===== config.mk =====
export PLATFORM = sky130hd
export DESIGN_NAME = motor_dispenser
export DESIGN_NICKNAME = d
export VERILOG_FILES = /design/src/rtl/motor_dispenser.sv
export SDC_FILE = /design/constraint.sdc
export NUM_CORES = 1
export LEC_CHECK = 0
export ABC_AREA = 1
export CORE_MARGIN = 2
export CORE_UTILIZATION = 35
export DETAILED_ROUTE_END_ITERATION = 8
export PLACE_DENSITY_LB_ADDON = 0.12
export SYNTH_ARGS = -nofsm -noshare
export SYNTH_HDL_FRONTEND = slang
export SYNTH_SLANG_ARGS = --single-unit

===== constraint.sdc =====
create_clock -name clk -period 5.6 [get_ports clk]
set_input_delay 0.84 -clock clk [delete_from_list [all_inputs] [get_ports clk]]
set_output_delay 0.84 -clock clk [all_outputs]
set_load 0.05 [all_outputs]

===== src/rtl/motor_dispenser.sv =====
// Three-channel stepper dispenser: loads per-colour step budgets on a trigger
// edge, then paces step pulses on the selected channel through a prescaler.
module motor_dispenser #(
  parameter logic [15:0] PRESCALE       = 16'd50000,
  parameter logic [7:0]  STEPS_PER_UNIT = 8'd4
) (
  input  logic       clk,
  input  logic       reset,
  input  logic       trigger,
  input  logic [2:0] Motores,
  input  logic [7:0] r_val,
  input  logic [7:0] g_val,
  input  logic [7:0] b_val,
  output logic [2:0] step,
  output logic [2:0] flags,
  output logic       busy,
  output logic       err
);

  typedef enum logic [1:0] {
    IDLE,
    RUN,
    HOLD,
    FAULT
  } state_t;

  localparam logic [15:0] LP_LAST = PRESCALE - 16'd1;

  logic             r_trig_d;
  logic [2:0]       r_sel_d;
  logic [15:0]      r_presc;
  logic [2:0][15:0] r_rem;
  logic [2:0]       r_step;
  logic [2:0]       r_flags;
  logic             r_busy;
  logic             r_err;

  logic        w_load;
  logic        w_onehot;
  logic        w_chg;
  logic        w_tick;
  logic [1:0]  w_idx;
  logic [15:0] w_cur;
  state_t      w_state;

  always_comb begin
    w_load   = trigger & ~r_trig_d;
    w_onehot = $onehot(Motores);
    // direct hop between two legal channels restarts pacing
    w_chg    = $onehot(r_sel_d) && w_onehot
               && (r_sel_d != Motores);
    w_tick   = (r_presc == LP_LAST);
    w_idx    = 2'd0;
    case (Motores)
      3'b100:  w_idx = 2'd2;
      3'b010:  w_idx = 2'd1;
      default: w_idx = 2'd0;
    endcase
    w_cur = r_rem[w_idx];
    if (Motores == 3'b000)
      w_state = IDLE;
    else if (!w_onehot)
      w_state = FAULT;
    else if (w_cur == 16'd0)
      w_state = HOLD;
    else
      w_state = RUN;
  end

  always_ff @(posedge clk) begin
    if (reset) begin
      r_trig_d <= 1'b0;
      r_sel_d  <= 3'b000;
      r_presc  <= 16'd0;
      r_rem    <= '0;
      r_step   <= 3'b000;
      r_flags  <= 3'b000;
      r_busy   <= 1'b0;
      r_err    <= 1'b0;
    end else begin
      r_trig_d <= trigger;
      r_sel_d  <= Motores;
      r_step   <= 3'b000;
      r_err    <= (w_state == FAULT);
      unique case (w_state)
        IDLE: begin
          r_flags <= 3'b000;
          r_presc <= 16'd0;
          r_busy  <= 1'b0;
        end
        FAULT: begin
          r_presc <= 16'd0;
          r_busy  <= 1'b0;
        end
        HOLD: begin
          if (!w_load)
            r_flags[w_idx] <= 1'b1;
          r_presc <= 16'd0;
          r_busy  <= 1'b0;
        end
        RUN: begin
          r_busy <= 1'b1;
          if (w_chg) begin
            r_presc <= 16'd0;
          end else if (w_tick) begin
            r_presc        <= 16'd0;
            r_step[w_idx]  <= 1'b1;
            r_rem[w_idx]   <= w_cur - 16'd1;
          end else begin
            r_presc <= r_presc + 16'd1;
          end
        end
        default: begin
          r_presc <= 16'd0;
          r_busy  <= 1'b0;
        end
      endcase
      // a fresh load wins over anything the channel logic did this cycle
      if (w_load) begin
        r_rem[2] <= {8'd0, r_val} * {8'd0, STEPS_PER_UNIT};
        r_rem[1] <= {8'd0, g_val} * {8'd0, STEPS_PER_UNIT};
        r_rem[0] <= {8'd0, b_val} * {8'd0, STEPS_PER_UNIT};
        r_presc  <= 16'd0;
        r_step   <= 3'b000;
        r_busy   <= 1'b0;
      end
    end
  end

  assign step  = r_step;
  assign flags = r_flags;
  assign busy  = r_busy;
  assign err   = r_err;

endmodule


# After elaboration in Yosys (flattened, before gate mapping)
# Cells that the tools add are included.
# totals
ff_bits	76
# op_classes
n_lt_le_gt_ge	2
bitwise_logic	6
add_sub_neg	6
n_mux	21
n_reduce_logical	15
n_eq_ne	11
# op_table
op	n
$mux W42	4
$mux W16	4
$bwmux W48	1
$bmux W16 S2	1
$demux W16 S2	1
$pmux W16 S2	1
$add A16 B1 Y16 const B	1
$eq A16 B16 Y1 const B	1
$logic_not A16 Y1	1
$sub A16 B1 Y16 const B	1
$eq A2 B1 Y1 const B	3
$mux W2	3
$pmux W3 S2	1
$reduce_and A3 Y1	2
$reduce_bool A2 Y1	3
$reduce_or A5 Y1	1
$add A1 B1 Y2	2
$add A2 B1 Y2	2
$eq A2 B2 Y1 const B	2
$ne A2 B2 Y1 const B	2
$not A1 Y1	4
$pmux W2 S2	1
$eq A3 B2 Y1 const B	1
$eq A3 B3 Y1 const B	1
15 further kinds	17

# Longest topological paths before layout
# Gate-level depths: netlist of the first run.
# logic_depth
word_depth	11
mapped_depth	17
ltp_nobuf	15

# Least setup slack after synthesis of the first run
# Ideal clock, no wire load.
# synth_path
path_kind	input -> register
start	in Motores[0]
end	reg r_rem[3] (netlist bit)
path_stages	17
path_slack_ps	2868
arrival_time_ps	2617
path_buffers	2
path_cell_list	nor2_4 > nand2_4 > nand2_2 > buf_6 > nor2_1 > nor2_4 > ha_1 > inv_1 > nor2_1 > nand2_1 > nor2_1 > nand3_2 > nand4_2 > buf_4 > nand3_1 > nand2_1 > nor2_1
# synth_between
elab_chain_cells	11
word_cells_on_any_way	31
# synth_rtl
item	line_no	source
from (decl)	10	input logic [2:0] Motores,
branches (longest 11 deep; another with $sub A16 B1 Y16)	--	
to (signal, indexed assignment)	108	r_rem[w_idx] <= w_cur - 16'd1;
to (decl)	32	logic [2:0][15:0] r_rem;
# Parallel ways; which one is timed is not known. The select of a mux whose other input is x is not followed.
# A chain may end at the register's enable or synchronous reset.

# Final worst setup path of the first run
# layout_path
start	in Motores[2]
end	reg r_rem[29] (netlist bit)
# layout_between
elab_chain_cells	10
word_cells_on_any_way	25
# layout_rtl
item	line_no	source
$eq A3 B2 Y1 or $eq A3 B3 Y1 (tied branches)	54	case (Motores)
$pmux W2 S2	54	
$bmux W16 S2	59	w_cur = r_rem[w_idx];
$mux W16 (implied by the code)	59	
$logic_not A16 Y1	64	else if (w_cur == 16'd0)
$mux W2	64	
$mux W2	62	else if (!w_onehot)
$mux W2	60	if (Motores == 3'b000)
$eq A2 B1 Y1	85	unique case (w_state)
$reduce_and A3 Y1 (no line)	--	
# Several ways; a longest one is shown, not always the timed one. The select of a mux whose other input is x is not followed.

==> impl_metrics.ini, run 1 <==
[status]
status = finished clean

[route]
dr_total_vias = 4127
drc = 0
wl_met2_um = 5270
drtAntennaViolNets = 0
met3_wirelength_um = 527
wirelength_um = 11700
m1WireLength_um = 5680
drt_iter0_drc = 284
dr.pass1.iters = 5
avgViaCountPerCell = 4.66
routed.top_layer = met4
avgRoutedWirePerCell_um = 13.2

[logic_synthesis]
yosys_warnings = 0
synth_seq_cells = 76
syn_nets = 720
synth.distinct_cells = 34
syn_area_per_cell_um2 = 6.35
synth_edf_count = 0
synth_ff_type = dfxtp_1
netlist_area_um2 = 4350
seq_area_frac_synth_pct = 35.0
netlist_instances = 685
ys_async_sr_fraction_pct = 0

[floorplan]
die_h_um = 115
pin_count = 38
die_x_um = 115
start_util_pct = 36.1
fp.dieArea_um2 = 13300
placementRows = 40
coreArea_um2 = 12100

[layout]
drive_gt1_share_pct = 7.39
final_common_cell = nand2_1
mostFrequentLayoutCells = nand2_1 (173), nor2_1 (148), inv_1 (80), nand3_1 (76), dfxtp_1 (76)
final_nets = 747
antenna_cells = 0
syn_to_final_growth_pct = 18.1

[timing]
rsz0062_at_grt = false
finClkSkew_ns = 0.00984
slew_viol_final = 0
hold_violations = 0
fin_crit_ns = 4.43
tightest_slew_ns = 0.966
period_share_pct = 79.1
fmax_mhz = 226
fin_setup_tns_ns = 0
maxSlewHeadroom_pct = 35.5
setup_viol = 0

[job]
drv_cap = 0

[global_routing]
grt_max_degree = 34
grt_pass1_vias = 3896
grt_usage_pct = 19.3
grt_pass1_wl_um = 19600
antenna_found_initial = 0
gr-total-overflow = 0

[cts]
clk_latency_ns = 0.34
ctsRootBufferMaster = clkbuf_16
cts_resized = 0
clk_pin_slew_worst_paths_ns = 0.06
cts_setup_buffers = 0
ctsHoldBuffers = 0
cts_sinks = 76
clk_path_buf_depth = 2
cts-htree-levels = 3
cts_tree = done
cts-buffers-inserted = 9

[setup_path]
cp-end-kind = register
crit_arrival_ns = 4.70
start_kind = input pin
crit_chain = clkdlybuf4s50_1 > inv_2 > nand3_1 > nand2_2 > nor2_1 > nor2_4 > ha_1 > inv_1 > nor2_1 > nand2_1 > nor2_1 > nand3_2 > nand4_2 > nor2_2 > nor2_1 > nor2_1
cp_slowest_cell = clkdlybuf4s50_1
worstSetupPathType = input pin to register
critPathBufInv = 3
max_stage_delay_ns = 0.81
critical-path-top-delay-family = simple AND/OR/NAND/NOR gates
required_ns = 5.87
cp_common_cell = nor2_1
worstPathMaxFanout = 30

[power_and_ir_drop]
comb_power_share_pct = 17.0
total_power_mw = 1.47
power_leakage_nw = 2.49
netSwitchingFraction_pct = 27.7
pwr-share-seq_pct = 38.9
internal_power_mw = 1.06
p_sw_mw = 0.407
peakVddDrop_mv = 0.134
clkPwrFrac_pct = 44.0
p_per_area_nw_per_um2 = 286

[place]
io_buffers = 37
place_congestion = 0.910
dpl.hpwl_um = 8700

[worst_hold_path]
hold_class = register to register
-- final cells by class --
class | count | area, µm²
clock buffer | 11 | 253
clock inverter | 5 | 81.3
timing repair buffer | 41 | 400
multi-input combinational | 500 | 2350
tap | 168 | 210
sequential | 76 | 1520
inverter | 84 | 315
fill | 1292 | 6930
-- kinds of logic after synthesis --
| logic type | after synthesis | share of synthesized area, % |
|---|---|---|
| AOI/OAI and AO/OA | 39 | 4.66 |
| buffers and inverters | 109 | 10.9 |
| xor gates and xnor gates | 20 | 4.03 |
| adders and majority gates | 5 | 1.78 |
| DFF | 76 | 35.0 |
| and+or+nand+nor | 436 | 43.7 |
-- cells in the mapped netlist (6+ instances only) --
cell type / count / share of area (%)
dfxtp_1: 76 / 35
buf_4: 8 / 1.4
nand2_1: 173 / 15
a21oi_1: 28 / 3.2
xnor2_1: 9 / 1.8
nor2_2: 12 / 1.7
nand3_1: 76 / 8.7
xor2_1: 11 / 2.2
clkbuf_1: 8 / 0.69
o21ai_1: 6 / 0.69
nor2_1: 148 / 13
inv_1: 80 / 6.9
-- routing by layer --
metal  GRT usage, %  vias to the layer above
met5              0                        -
met4           6.99                        0
met3           4.13                       16
met2           29.7                       99
met1           26.5                     1854
li1               -                     2158
-- power groups by stage --
stage / sequential, mW / clock [mW] / combinational (mW)
finish: 0.572 / 0.647 / 0.250
global route: 0.573 / 0.690 / 0.284
CTS: 0.572 / 0.668 / 0.250
detailed placement: 0.584 / 0 / 0.249
global placement: 0.584 / 0 / 0.249
floorplan: 0.585 / 0 / 0.166
-- worst paths after layout --
check / from / endpoint / slack [ns] / cells past startpoint
max: Motores[2] / r_rem[29] / 1.17 / 16
min reg2reg: r_presc[0] / r_presc[0] / 0.45 / 1
max reg2reg: r_presc[0] / r_rem[29] / 2.84 / 10
min: r_presc[0] / r_presc[0] / 0.45 / 1
-- flip-flops by register name, summed over array words and instances (netlist names) --
signal and cells:
r_presc 16, err 1, flags 3, busy 1, r_rem 48, r_trig_d 1, step 3, r_sel_d 3
-- through the flow --
step | util, % | instances | worst slack [ns] | hold slack (ns) | cell area (µm²)
3_3_place_gp | 39.8 | 869 | 0.960 | 0.434 | 4800
5_1_grt | 42.6 | 885 | 0.645 | 0.478 | 5140
3_5_place_dp | 39.8 | 869 | 0.804 | 0.442 | 4800
6_report | 42.6 | 885 | 1.17 | 0.449 | 5140
2_1_floorplan | - | 685 | 2.87 | 0.418 | 4350
4_1_cts | 42.6 | 885 | 1.14 | 0.454 | 5140
Power figures use the tool's default switching activity.
==> run 2: changes to the inputs <==
==> constraint.sdc (replaced) <==
create_clock -name clk -period 4.3 [get_ports clk]
set_input_delay 0.645 -clock clk [delete_from_list [all_inputs] [get_ports clk]]
set_output_delay 0.645 -clock clk [all_outputs]
set_load 0.05 [all_outputs]
==> impl_metrics.ini, run 2 (synthesis results as in run 1) <==
[floorplan]
die_x_um = 115
die_h_um = 115
start_util_pct = 36.1
placementRows = 40
fp.dieArea_um2 = 13300
coreArea_um2 = 12100
pin_count = 38

[route]
drtAntennaViolNets = 0
avgViaCountPerCell = 4.66
drt_iter0_drc = 227
avgRoutedWirePerCell_um = 13.5
dr.pass1.iters = 5
dr_total_vias = 4131
drc = 0
wirelength_um = 11900

[cts]
ctsHoldBuffers = 0
cts-htree-levels = 3
cts_sinks = 76
clk_path_buf_depth = 2
cts-buffers-inserted = 9
ctsRootBufferMaster = clkbuf_16
cts_setup_buffers = 0
cts_tree = done
clk_pin_slew_worst_paths_ns = 0.05
cts_resized = 0
clk_latency_ns = 0.35

[timing]
fmax_mhz = 276
setup_viol = 0
rsz0062_at_grt = false
hold_violations = 0
period_share_pct = 84.2
slew_viol_final = 0
tightest_slew_ns = 0.859
finClkSkew_ns = 0.00872
fin_setup_tns_ns = 0
maxSlewHeadroom_pct = 42.7
fin_crit_ns = 3.62

[global_routing]
grt_usage_pct = 19.5
grt_pass1_wl_um = 20000
grt_pass1_vias = 3917
grt_max_degree = 32
antenna_found_initial = 0
gr-total-overflow = 0

[place]
io_buffers = 37
place_congestion = 0.922
placed_area_um2 = 4840
dpl.hpwl_um = 8830

[worst_hold_path]
hold_class = register to register

[power_and_ir_drop]
p_per_area_nw_per_um2 = 345
power_leakage_nw = 2.48
peakVddDrop_mv = 0.215

[layout]
antenna_cells = 0
final.fill_count = 1317
final_common_cell = nand2_1
mostFrequentLayoutCells = nand2_1 (173), nor2_1 (148), inv_1 (80), nand3_1 (76), dfxtp_1 (76)
syn_to_final_growth_pct = 17.2
regArea_um2 = 1520
finalInstanceArea_um2 = 5100
regMostFlops = r_rem
multi_input_area_um2 = 2350
top_regs = r_rem (48), r_presc (16)
final_nets = 750
final_util_pct = 42.3
largest_reg_flops = 48
drive_gt1_share_pct = 7.24

[job]
drv_cap = 0

[setup_path]
worstSetupPathType = input pin to register
worstPathMaxFanout = 31
required_ns = 4.58
start_kind = input pin
cp-end-kind = register
crit_arrival_ns = 3.90

[status]
status = finished clean
-- run 2: changes by cell type in the layout (fill, tap and decap cells not counted), sizes merged --
cell | before | now
clkbuf | 11 | 12
buf | 4 | 7
bufinv | 2 | 0
inv | 85 | 84
-- run 2: layer usage --
metal | track usage [%] | wire length [µm]
met5 | 0 | 0
met4 | 6.59 | 155
met3 | 5.13 | 673
met2 | 28.9 | 5100
met1 | 27.5 | 5990
-- run 2: through the flow --
stage,worst slack (ns),hold WS (ns),cells,total power [mW]
2_1_floorplan,1.76,0.418,685,0.978
3_3_place_gp,0.456,0.431,872,1.08
3_5_place_dp,0.285,0.444,872,1.08
4_1_cts,0.647,0.459,886,1.79
5_1_grt,0.212,0.489,886,1.86
6_report,0.681,0.451,886,1.76
-- run 2: power breakdown --
part | leakage (nW) | internal (mW) | switching [mW]
Clock | 0.125 | 0.399 | 0.291
Sequential | 0.619 | 0.730 | 0.0139
Combinational | 1.73 | 0.113 | 0.212
Total | 2.48 | 1.24 | 0.517
-- run 2: cell type report --
cell class | instances | area share, %
multi-input cells | 500 | 46.2
flip-flops and latches | 76 | 29.9
clock buffers | 12 | 4.84
clock inverters | 2 | 0.246
inverters | 84 | 6.19
well taps | 168 | 4.12
repair buffers | 44 | 8.54
-- run 2: path summary, 6_finish.rpt --
| check | depth (start not counted) | from | slack [ns] | endpoint |
|---|---|---|---|---|
| setup / recovery | 16 | Motores[0] | 0.68 | r_rem[13] |
| hold / removal | 1 | r_presc[0] | 0.45 | r_presc[0] |
| setup reg to reg | 10 | r_presc[0] | 1.29 | r_rem[13] |
| hold reg to reg | 1 | r_presc[0] | 0.45 | r_presc[0] |
-- run 2: worst max-delay path, cell delays in order --
cell and delay, ns:
clkdlybuf4s50_1 0.66, nor2_4 0.13, nand2_4 0.14, nand2_2 0.24, nor2_1 0.28, nor2_4 0.09
ha_1 0.19, inv_1 0.05, nor2_1 0.03, nand2_1 0.06, nor2_1 0.05, nand3_2 0.11
nand4_2 0.64, nor2_1 0.42, nor2_1 0.08, nor2_1 0.08
==> run 3: changes to the inputs <==
==> constraint.sdc (replaced) <==
create_clock -name clk -period 3.7 [get_ports clk]
set_input_delay 0.555 -clock clk [delete_from_list [all_inputs] [get_ports clk]]
set_output_delay 0.555 -clock clk [all_outputs]
set_load 0.05 [all_outputs]
==> impl_metrics.ini, run 3 (synthesis results as in run 1) <==
[layout]
largest_reg_flops = 48
final.fill_count = 1254
top_regs = r_rem (48), r_presc (16)
drive_gt1_share_pct = 8.53
finalInstanceArea_um2 = 5220
antenna_cells = 0
syn_to_final_growth_pct = 19.9
regMostFlops = r_rem
final_common_cell = nand2_1
mostFrequentLayoutCells = nand2_1 (173), nor2_1 (148), inv_1 (80), nand3_1 (76), dfxtp_1 (76)
final_nets = 757

[global_routing]
gr-total-overflow = 0
busiest_layer = met1
antenna_found_initial = 0
grt_usage_pct = 18.9
met1_usage_pct = 28.1
grt_pass1_wl_um = 19600
use_met3_pct = 3.24
met2_usage_pct = 27.9
grt_max_degree = 29
grt_pass1_vias = 3840

[place]
placed_area_um2 = 4890
dpl.hpwl_um = 8870
io_buffers = 37
place_congestion = 0.873

[setup_path]
rrSetupSlack_ns = 1.59
startpoint = Motores[0]
r2r_start = r_presc[0]
reg2reg_depth = 10
required_ns = 3.92
worstPathMaxFanout = 21
worstSetupPathType = input pin to register
cp-end-kind = register
crit_arrival_ns = 3.26
start_kind = input pin
reg2reg_to = r_rem[8]

[floorplan]
pin_count = 38
start_util_pct = 36.1
placementRows = 40
fp.dieArea_um2 = 13300
coreArea_um2 = 12100
die_h_um = 115
die_x_um = 115

[cts]
clk_latency_ns = 0.33
cts-htree-levels = 3
cts_resized = 0
cts_tree = done
ctsRootBufferMaster = clkbuf_16
cts_sinks = 76
cts-buffers-inserted = 9
cts_setup_buffers = 0
clk_pin_slew_worst_paths_ns = 0.06
clk_path_buf_depth = 2
ctsHoldBuffers = 0

[route]
drtAntennaViolNets = 0
dr_total_vias = 4106
drt_iter0_drc = 215
dr.pass1.iters = 5
avgViaCountPerCell = 4.59
wirelength_um = 11700
drc = 0
avgRoutedWirePerCell_um = 13.0

[worst_hold_path]
hold_depth = 1
min_to = r_presc[0]
hold_class = register to register
hp-start = r_presc[0]

[job]
drv_cap = 0

[timing]
tightest_slew_ns = 0.823
slew_viol_final = 0
setup_viol = 0
finClkSkew_ns = 0.00542
fmax_mhz = 329
fin_setup_tns_ns = 0
fin_crit_ns = 3.04
rsz0062_at_grt = false
maxSlewHeadroom_pct = 45.0
hold_violations = 0
period_share_pct = 82.1

[status]
status = finished clean

[power_and_ir_drop]
peakVddDrop_mv = 0.255
p_per_area_nw_per_um2 = 424
power_leakage_nw = 2.54
run 3: critical path: stages:
cell and delay [ns]:
clkdlybuf4s50_1 0.56, nor2_4 0.20, nand2_4 0.12, nand2_2 0.24
nor2_1 0.11, nor2_4 0.18, ha_1 0.17, inv_1 0.03
nor2_1 0.09, nand2_1 0.05, nor2_1 0.14, nand3_2 0.15
nand4_2 0.13, buf_4 0.25, nand3_1 0.11, nand2_1 0.09
nor2_1 0.05
run 3: metrics by stage:
| step | util [%] | std cells | power (mW) | hold WS [ns] | setup WS, ns |
|---|---|---|---|---|---|
| floorplan | - | 685 | 1.14 | 0.418 | 1.25 |
| global placement | 40.5 | 879 | 1.26 | 0.433 | 0.368 |
| detailed placement | 40.5 | 879 | 1.26 | 0.444 | 0.319 |
| CTS | 43.2 | 895 | 2.23 | 0.452 | 0.665 |
| global route | 43.2 | 895 | 2.33 | 0.485 | 0.345 |
| finish | 43.2 | 895 | 2.21 | 0.455 | 0.664 |
run 3: cell type report:
class | instances | area, µm² | share of cell area, %
clock inverter | 5 | 82.6 | 1.58
clock buffer | 11 | 243 | 4.65
timing repair buffer | 51 | 488 | 9.36
inverter | 84 | 315 | 6.05
multi-input combinational | 500 | 2350 | 45.2
tap | 168 | 210 | 4.03
sequential | 76 | 1520 | 29.2
run 3: how the worst max path moves through the flow:
stage / slack, ns / to / cells after the start
3_5_place_dp: 0.32 / r_rem[36] / 17
4_1_cts: 0.67 / r_rem[36] / 17
2_1_floorplan: 1.25 / r_rem[3] / 17
3_3_place_gp: 0.37 / r_rem[43] / 15
5_1_grt: 0.35 / r_rem[35] / 17
6_report: 0.66 / r_rem[36] / 17
run 3: per-layer routing:
layer	up-vias	part of all wire, %
met4	0	1.6
met1	1833	53
met2	81	42
met3	16	4.3
li1	2176	-
met5	-	0
run 3: where the power goes:
group	leakage, nW	switching (mW)	total [mW]	internal (mW)
combinational	1.76	0.247	0.381	0.134
clock	0.160	0.354	0.966	0.612
sequential	0.619	0.0159	0.864	0.848
